$ cat config.mk
export PLATFORM = sky130hd
export DESIGN_NAME = if_id_queue
export DESIGN_NICKNAME = d
export VERILOG_FILES = /design/src/rtl/if_id_queue.sv
export SDC_FILE = /design/constraint.sdc
export NUM_CORES = 1
export LEC_CHECK = 0
export CORE_UTILIZATION = 40
export DETAILED_ROUTE_END_ITERATION = 10
export PLACE_DENSITY = 0.69
export REMOVE_ABC_BUFFERS = 1
export SLEW_MARGIN = 20
export SYNTH_ARGS = -nofsm -noshare
export SYNTH_HDL_FRONTEND = slang
export SYNTH_SLANG_ARGS = --single-unit
$ cat constraint.sdc
create_clock -name clk -period 3.4 [get_ports clk]
set_clock_uncertainty 0.2 [all_clocks]
set_input_delay 0.68 -clock clk [delete_from_list [all_inputs] [get_ports clk]]
set_output_delay 0.68 -clock clk [all_outputs]
set_load 0.02 [all_outputs]
$ cat src/rtl/if_id_queue.sv
// Instruction queue between fetch and decode. Buffers up to DEPTH {pc, ir}
// pairs in FIFO order, with a valid/ready handshake on each side, and
// presents the head entry already split into decode fields and immediates.
// When the queue is empty, the output shows a NOP bubble.
module if_id_queue #(
   parameter int          DEPTH    = 4,
   parameter logic [31:0] NOP_INSN = 32'h00000013
) (
   input  logic                       clk,
   input  logic                       rst,
   input  logic                       flush,
   input  logic                       in_valid,
   output logic                       in_ready,
   input  logic [31:0]                ir_in,
   input  logic [31:0]                pc_in,
   output logic                       out_valid,
   input  logic                       out_ready,
   output logic [31:0]                ir_out,
   output logic [31:0]                pc_out,
   output logic [6:0]                 opcode,
   output logic [2:0]                 funct3,
   output logic [6:0]                 funct7,
   output logic [4:0]                 rs1,
   output logic [4:0]                 rs2,
   output logic [4:0]                 rd,
   output logic [31:0]                i_imm,
   output logic [31:0]                s_imm,
   output logic [31:0]                b_imm,
   output logic [31:0]                u_imm,
   output logic [31:0]                j_imm,
   output logic [$clog2(DEPTH+1)-1:0] count
);

   localparam int PW = $clog2(DEPTH);
   localparam int CW = $clog2(DEPTH+1);

   logic [31:0]   ir_mem [DEPTH];
   logic [31:0]   pc_mem [DEPTH];
   logic [PW-1:0] rd_ptr;
   logic [PW-1:0] wr_ptr;
   logic          push;
   logic          pop;
   logic          clear;

   assign out_valid = (count != '0);
   // Pushing into a full queue is allowed when the head is being consumed
   // in the same cycle. The freed slot is the one the write pointer addresses.
   assign in_ready  = (count != CW'(DEPTH)) | out_ready;
   assign push      = in_valid & in_ready;
   assign pop       = out_valid & out_ready;
   assign clear     = rst | flush;

   // Pointers and occupancy. The pointers wrap by explicit compare, so DEPTH
   // does not need to be a power of two.
   always_ff @(posedge clk) begin
      if (clear) begin
         rd_ptr <= '0;
         wr_ptr <= '0;
         count  <= '0;
      end else begin
         if (push) wr_ptr <= (wr_ptr == PW'(DEPTH - 1)) ? '0 : wr_ptr + PW'(1);
         if (pop)  rd_ptr <= (rd_ptr == PW'(DEPTH - 1)) ? '0 : rd_ptr + PW'(1);
         if (push && !pop)      count <= count + CW'(1);
         else if (pop && !push) count <= count - CW'(1);
      end
   end

   // Entry storage. It has no reset, because the outputs are masked by the occupancy.
   always_ff @(posedge clk) begin
      if (push && !clear) begin
         ir_mem[wr_ptr] <= ir_in;
         pc_mem[wr_ptr] <= pc_in;
      end
   end

   // Head entry, or the NOP bubble when the queue is empty. This path reads only registered state.
   always_comb begin
      ir_out = NOP_INSN;
      pc_out = '0;
      if (out_valid) begin
         ir_out = ir_mem[rd_ptr];
         pc_out = pc_mem[rd_ptr];
      end
   end

   assign opcode = ir_out[6:0];
   assign rd     = ir_out[11:7];
   assign funct3 = ir_out[14:12];
   assign rs1    = ir_out[19:15];
   assign rs2    = ir_out[24:20];
   assign funct7 = ir_out[31:25];

   assign i_imm = {{20{ir_out[31]}}, ir_out[31:20]};
   assign s_imm = {{20{ir_out[31]}}, ir_out[31:25], ir_out[11:7]};
   assign b_imm = {{19{ir_out[31]}}, ir_out[31], ir_out[7], ir_out[30:25],
                   ir_out[11:8], 1'b0};
   assign u_imm = {ir_out[31:12], 12'h000};
   assign j_imm = {{11{ir_out[31]}}, ir_out[31], ir_out[19:12], ir_out[20],
                   ir_out[30:21], 1'b0};

endmodule

# Yosys cells after proc, flatten, opt, wreduce, memory -nomap -nowiden
# Memory sizes are Yosys's and may differ from the RTL's. A register that Yosys moved wholly into a read port is not among the register bits.
# Cells that the tools add are included.
dict set report classes {
  add_sub_neg 4
  eq_ne 3
  muxes 12
  bitwise 4
  n_reduce_logical 8
}
# op n
set ops {}
lappend ops {{two-way mux 32 bit} 2}
lappend ops {{two-way mux 2 bit} 6}
lappend ops {{two-way mux 3 bit} 2}
lappend ops {{adder 2 x 1 -> 2 bit, second input constant} 2}
lappend ops {{equality test 2 bit, second input constant} 2}
lappend ops {{adder 3 x 1 -> 3 bit, second input constant} 1}
lappend ops {{logical AND 1 bit} 3}
lappend ops {{logical NOT 1 bit} 3}
lappend ops {{!= test 3 bit, second input constant} 1}
lappend ops {{nonzero test 3 bit} 1}
lappend ops {{subtractor 3 x 1 -> 3 bit, second input constant} 1}
lappend ops {{bitwise AND 1 bit} 2}
lappend ops {{two-way mux 1 bit} 2}
lappend ops {{bitwise OR 1 bit} 2}
lappend ops {{nonzero test 2 bit} 1}
dict set report totals {
  ff_bits 7
  ram_bits 256
  inputBits 69
  out_inout_bits 261
  elab_cells 36
  memories 2
}
# memory depth word_bits rd rd_clocked_by_memory_dff wr line
set mem_list {}
lappend mem_list {ir_mem 4 32 1 1 1 37} ;# logic [31:0] ir_mem [DEPTH];
lappend mem_list {pc_mem 4 32 1 1 1 38} ;# logic [31:0] pc_mem [DEPTH];

# Longest topological paths before layout
# Gate-level depths: netlist of run 1.
dict set report logic_depth {
  word_depth 7
  ltp_mapped 9
  depth_no_buf 8
}

# Least setup slack after synthesis of run 1
# No wires, ideal clock.
dict set report synth_path {
  path_type {register to output}
  from {register count[0]}
  to {output port b_imm[13]}
  arrival_ps 2651
  required_ps 2520
  slack_ps -131
  path_stages_with_launch 5
  path_buffers 1
  path_cell_list {dfxtp_1 nor3_1 inv_1 and2_1 buf_4}
}
dict set report synth_via {
  elab_chain_len 2
}
# item line
set synth_lines {}
lappend synth_lines {{start: declaration} 31} ;# output logic [$clog2(DEPTH+1)-1:0] count
lappend synth_lines {{start signal: assignment} 63} ;# if (push && !pop) count <= count + CW'(1);
lappend synth_lines {{start signal: assignment} 64} ;# else if (pop && !push) count <= count - CW'(1);
lappend synth_lines {{nonzero test 3 bit} 45} ;# assign out_valid = (count != '0);
lappend synth_lines {{two-way mux 32 bit} 80} ;# if (out_valid) begin
lappend synth_lines {{end: declaration} 28} ;# output logic [31:0] b_imm,
# No other way between the ends.

==> flow_summary.json, run 1 <==
{
  "clock_tree_sinks": 265,
  "timing.slew.headroom": 0.582,
  "die_area_sq_um": 29600,
  "fraction_of_synthesized_cell_area_in_xor_and_xnor_cells": 0.00152,
  "holdCritPathClass": "reg2reg",
  "seqPwrFrac": 0.463,
  "holdBufCountCts": 0,
  "synth-main-ff-cell": "edfxtp_1",
  "detail_route.vias_per_cell": 4.66,
  "grt_pass1_wl_microns": 32600,
  "hold_violations": 0,
  "async_reset_ff_frac": 0,
  "postSynthRegisterBits": 265,
  "fmax_mhz": 302,
  "nNetsFinal": 895,
  "synthMostInstantiatedCell": "edfxtp_1",
  "globalRouteTotalUtil": 0.148,
  "finalWirelength_microns": 22500,
  "detail_route.first_pass.iterations": 6,
  "final-max-slew-violation-count": 0,
  "ys_seq_area_frac": 0.681,
  "synth-edff-count": 256,
  "ys_types": 30,
  "total_leakage_power_nw": 6.16,
  "grt-busiest-layer": "met2",
  "dp.final_hpwl_microns": 14600,
  "comb_power_share": 0.194,
  "gr-usage-met3": 0.0293,
  "clock_tree.buffer_depth": 3,
  "horiz_die_dim_microns": 172,
  "hold_ws_ns": 0.307,
  "syn_inst": 648,
  "gp_congestion": 0.669,
  "p_sw_frac": 0.264,
  "setup_repair_after_global_routing_missed_its_margin": "yes",
  "dominant_combinational_cell_family_by_area_after_synthesis": "buffers and inverters",
  "clk_root_buffer_cell": "clkbuf_16",
  "cp-start-kind": "flop",
  "multiInputGateArea_sq_um": 2200,
  "cellInternalPower_mw": 5.79,
  "worstPathArrival_ns": 2.43,
  "clk_pin_slew_worst_paths_ns": 0.06,
  "layout.cells.non_filler": 1217,
  "avgSynthCellArea_sq_um": 17.8,
  "drtAntennaViolNets": 0,
  "dp_cells": 1162,
  "worst-slew-pin-transition_ns": 0.621,
  "synth_adder_area_share": 0.00823,
  "area_growth_pct": 27.6,
  "global_route.usage.met1": 0.185,
  "finalCriticalPeriod_ns": 3.31,
  "synth_area_leaders": "edfxtp_1, buf_4, mux4_2",
  "p_sw_mw": 2.07,
  "register_area_sq_um": 7880,
  "synthesized_area_fraction_occupied_by_and_or_nand_nor_cells": 0.0443,
  "grt.met2_usage": 0.264,
  "worstSkewPairLatency_ns": 0.55,
  "top_level_ports": 330,
  "initialDrtViolationCount": 294,
  "syn_area_sq_um": 11600,
  "grt_residual_overflow": 0,
  "detail_route.drc_violations": 0,
  "power.clock.fraction": 0.343,
  "number_of_global_route_vias_before_repair": 5668,
  "timing.critical_path.fanout_max": 9,
  "top_cells_by_instance_count_after_synthesis": "edfxtp_1, buf_4, mux4_2, and2_1, dfxtp_1",
  "clock_tree.htree_level_count": 1,
  "die_y_microns": 172,
  "yosys.area.top_type_share": 0.665,
  "initial_standard_cell_utilization_of_the_core": 0.411,
  "synth-warning-count": 0,
  "synth_compound_gate_area_share": 0.00455,
  "setup_viol": 0,
  "routedWlPerCell_microns": 18.5,
  "maxCapViolCount": 0,
  "ir_worst_vdd_mv": 0.427,
  "final_core_utilization": 0.525,
  "design.core.area_sq_um": 28100,
  "power_per_cell_area_nw_per_um2": 533,
  "synth_largest_area_cell": "edfxtp_1",
  "period_utilization_post_route": 0.973,
  "tritoncts": "yes",
  "synth_mux_area_frac": 0.126,
  "cts_inserted_buffers": 26,
  "place.port_buffers": 315,
  "critPathCaptureType": "primary output",
  "grt_max_degree": 78,
  "row_count": 61,
  "setup.worst_path.class": "reg2out",
  "worstPathRequired_ns": 2.52,
  "routed-via-count": 5673,
  "layout-drive-gt1-share": 0.179,
  "run_status": "finished clean",
  "number_of_antenna_violations_at_the_first_check_in_global_routing": 0,
  "layout_fillers": 2365
}
-- timing repair --
action,4_1_cts,5_1_grt
pin swaps,0,0
setup buffers,6,1
setup endpoints to repair,240,54
gates resized for setup,201,43
-- worst max-delay path, stage by stage (launching register included) --
cell and delay [ns]:
dfxtp_4 0.46, buf_6 0.21, mux4_2 0.50, and2_1 0.17
clkdlybuf4s50_1 0.53
-- path summary, 6_finish.rpt --
path,slack (ns),endpoint,startpoint,cells past startpoint
worst max-delay path,0.09,pc_out[21],flop,4
worst min-delay path,0.31,flop,rd_ptr[0],2
worst max register to register,0.87,count[2],count[2],7
worst min register to register,0.31,flop,rd_ptr[0],2
-- routing by layer --
layer / vias up / part of all wire
met5: - / 0
met4: 0 / 0.013
met3: 27 / 0.074
met2: 232 / 0.51
met1: 2843 / 0.40
li1: 2571 / -
-- registers in the layout, summed over array words and instances (netlist names), named ones only --
signal,flops
ir_mem,128
rd_ptr,2
wr_ptr,2
count,3
pc_mem,128
-- power groups by stage --
| stage | combinational (mW) | clock [mW] | sequential (mW) |
|---|---|---|---|
| after floorplan | 0.775 | 0 | 3.73 |
| after global placement | 1.75 | 0 | 3.71 |
| after detailed placement | 1.77 | 0 | 3.71 |
| after CTS | 1.57 | 2.77 | 3.64 |
| after global routing | 1.63 | 2.89 | 3.64 |
| final | 1.52 | 2.70 | 3.64 |
-- stage by stage --
| stage | cell area (sq um) | setup slack (ns) | power (mW) | setup TNS (ns) |
|---|---|---|---|---|
| after floorplan | 10100 | -10.94 | 4.50 | -1070.66 |
| after global placement | 14000 | 0.345 | 5.46 | 0 |
| after detailed placement | 14000 | 0.310 | 5.48 | 0 |
| final | 14700 | 0.0933 | 7.86 | 0 |
| after global routing | 14700 | -0.0455 | 8.17 | -0.256 |
| after CTS | 14600 | -0.0177 | 7.98 | -0.0988 |
-- cells in the final DEF, fill, tap and decap left out, types with 3 or more instances in the layout --
cell,n
buf_6,3
buf_4,17
or2_2,4
edfxtp_1,256
nor2_1,4
dlymetal6s2s_1,38
and2_1,58
buf_12,11
clkbuf_1,11
mux4_2,64
clkbuf_16,26
dlygate4sd2_1,192
and2_2,3
dfxtp_1,5
conb_1,14
clkinv_2,4
clkdlybuf4s50_1,80
inv_1,3
ha_1,6
and3_4,4
-- cell type report --
| type | count | share of cell area |
|---|---|---|
| diodes | 1 | 0.000170 |
| clock buffers | 39 | 0.0488 |
| clock inverters | 8 | 0.00594 |
| inverters | 4 | 0.00102 |
| multi-input cells | 178 | 0.150 |
| flip-flops and latches | 265 | 0.534 |
| well taps | 378 | 0.0321 |
| repair buffers | 344 | 0.228 |
-- logic make-up (layout without fill, tap and decap cells) --
| logic type | after synthesis | count (layout) |
|---|---|---|
| multiplexers | 65 | 65 |
| buffers and inverters | 218 | 395 |
| XOR/XNOR | 2 | 2 |
| AND/OR/NAND/NOR | 83 | 83 |
| other | 1 | 15 |
| AO/OA/AOI/OAI | 7 | 7 |
| adder cells (fa/ha/maj) | 7 | 7 |
| flip-flops | 265 | 265 |
Power figures use the tool's default switching activity.
==> inputs of run 2 (changes only) <==
--- a/config.mk
+++ b/config.mk
@@ -8,7 +8,6 @@
 export CORE_UTILIZATION = 40
 export DETAILED_ROUTE_END_ITERATION = 10
 export PLACE_DENSITY = 0.69
-export REMOVE_ABC_BUFFERS = 1
 export SLEW_MARGIN = 20
 export SYNTH_ARGS = -nofsm -noshare
 export SYNTH_HDL_FRONTEND = slang
==> constraint.sdc (replaced) <==
create_clock -name clk -period 3.4 [get_ports clk]
set_clock_uncertainty 0.2 [all_clocks]
set_input_delay 0.51 -clock clk [delete_from_list [all_inputs] [get_ports clk]]
set_output_delay 0.51 -clock clk [all_outputs]
set_load 0.02 [all_outputs]
==> run 2 against run 1 <==
Sequential share of layout area fell by 1.2 points. Global-route usage rose by 1.1 points. Total power grew 8.9%. Routed wire length up 5.8%. Via count rose by 1.3%. Count of clock-buffer cells in the layout is 4 lower. Utilization rose by 1.2 points. Design area is 2.3% higher. Die area is the same. Largest cell class unchanged. Sequential power barely moved.
==> flow_summary.json, run 2 (synthesis results as in run 1) <==
{
  "run_status": "finished clean",
  "horiz_die_dim_microns": 172,
  "clk_root_buffer_cell": "clkbuf_16",
  "crit_path_cell_trace": "buf_12, buf_12, mux4_2, and2_1, clkdlybuf4s50_1",
  "number_of_global_route_vias_before_repair": 5694,
  "top_regs": "ir_mem: 128 flops, pc_mem: 128 flops, count: 3 flops",
  "nNetsFinal": 894,
  "crit_top_cell": "buf_12",
  "final_cell_mix": "clkdlybuf4s50_1, edfxtp_1, mux4_2",
  "design.core.area_sq_um": 28100,
  "place.port_buffers": 315,
  "top_level_ports": 330,
  "critPathCaptureType": "primary output",
  "globalRouteTotalUtil": 0.159,
  "worst-slew-pin-transition_ns": 0.639,
  "total_leakage_power_nw": 4.91,
  "number_of_antenna_violations_at_the_first_check_in_global_routing": 2,
  "clk_pin_slew_worst_paths_ns": 0.06,
  "initial_standard_cell_utilization_of_the_core": 0.411,
  "cp_slowest_cell": "clkdlybuf4s50_1",
  "power_per_cell_area_nw_per_um2": 568,
  "setup_repair_after_global_routing_missed_its_margin": "no",
  "grt_residual_overflow": 0,
  "setup.worst_path.class": "reg2out",
  "area_growth_pct": 30.5,
  "initialDrtViolationCount": 249,
  "tritoncts": "yes",
  "routed-via-count": 5746,
  "fmax_mhz": 303,
  "clock_tree_sinks": 265,
  "worstPathRequired_ns": 2.69,
  "holdCritPathClass": "reg2reg",
  "detail_route.drc_violations": 0,
  "clock_tree.htree_level_count": 1,
  "cts_inserted_buffers": 28,
  "total_power_mw": 8.56,
  "setup_viol": 0,
  "layout.cells.most_common": "clkdlybuf4s50_1",
  "grt_max_degree": 78,
  "gp_congestion": 0.701,
  "layout-drive-gt1-share": 0.179,
  "detail_route.vias_per_cell": 4.72,
  "row_count": 61,
  "antenna_cells_inserted": 0,
  "final_core_utilization": 0.537,
  "dp.final_hpwl_microns": 15400,
  "die_y_microns": 172,
  "timing.critical_path.fanout_max": 16,
  "detail_route.first_pass.iterations": 4,
  "final-max-slew-violation-count": 0,
  "hold_violations": 0,
  "holdBufCountCts": 0,
  "ir_worst_vdd_mv": 0.588,
  "grt_pass1_wl_microns": 34400,
  "maxCapViolCount": 0,
  "period_utilization_post_route": 0.970,
  "clock_tree.buffer_depth": 3,
  "final.setup.tns_ns": 0,
  "worstPathArrival_ns": 2.59,
  "finalWirelength_microns": 23800,
  "layout_fillers": 2225,
  "finalCriticalPeriod_ns": 3.30,
  "post-place-ws_ns": 0.333,
  "crit_path_max_incr_delay_ns": 0.57,
  "post-route-cell-area_sq_um": 15100,
  "worstSkewPairLatency_ns": 0.54,
  "cp-start-kind": "flop",
  "drtAntennaViolNets": 0,
  "layout_setup_ws_ns": 0.103,
  "routedWlPerCell_microns": 19.6,
  "timing.slew.headroom": 0.571,
  "dpl-instance-area_sq_um": 14000,
  "die_area_sq_um": 29600
}
run 2: final cells by class:
class / instances / area, sq um / area share
timing repair buffer: 341 / 3560 / 0.236
clock buffer: 35 / 727 / 0.0482
clock inverter: 16 / 224 / 0.0148
multi-input combinational: 178 / 2200 / 0.146
tap: 378 / 473 / 0.0314
inverter: 4 / 15.0 / 0.000996
sequential: 265 / 7880 / 0.522
run 2: final timing paths:
kind	from	to	slack, ns	depth (start not counted)
max	flop	rs1[3]	0.10	5
min	rd_ptr[0]	flop	0.29	2
max reg2reg	count[0]	count[2]	0.80	7
min reg2reg	rd_ptr[0]	flop	0.29	2
run 2: metrics by stage:
| step | hold slack [ns] | cells |
|---|---|---|
| after floorplan | 0.263 | 661 |
| after global placement | 0.279 | 1161 |
| after detailed placement | 0.278 | 1161 |
| after CTS | 0.289 | 1217 |
| after global routing | 0.304 | 1217 |
| final | 0.292 | 1217 |
run 2: routing by layer:
layer	vias to the layer above	wire [microns]	GRT usage	part of all wire
met3	30	1760	0.0369	0.074
met5	-	13	0	0.00055
met2	241	12600	0.292	0.53
met4	2	358	0.0396	0.015
li1	2574	-	-	-
met1	2899	9120	0.186	0.38
run 2: critical path: cells and delay by family, from the launching register on:
kind                   cells  cell delay, ns
buffers and inverters      3            0.87
muxes                      1            0.53
DFF                        1            0.40
and+or+nand+nor            1            0.24
run 2: where the power goes:
group          switching [mW]  leakage (nW)  total, mW  internal (mW)
registers              0.0164          2.39       3.64           3.62
logic                   0.943          2.07       1.81          0.866
clock network            1.22         0.450       3.11           1.90
run 2: repair_timing:
| item | CTS | global route |
|---|---|---|
| gates resized for setup | 5 | 5 |
| setup buffers | 4 | 0 |
| gates cloned | 1 | 0 |
| endpoints found under the setup margin | 148 | 8 |
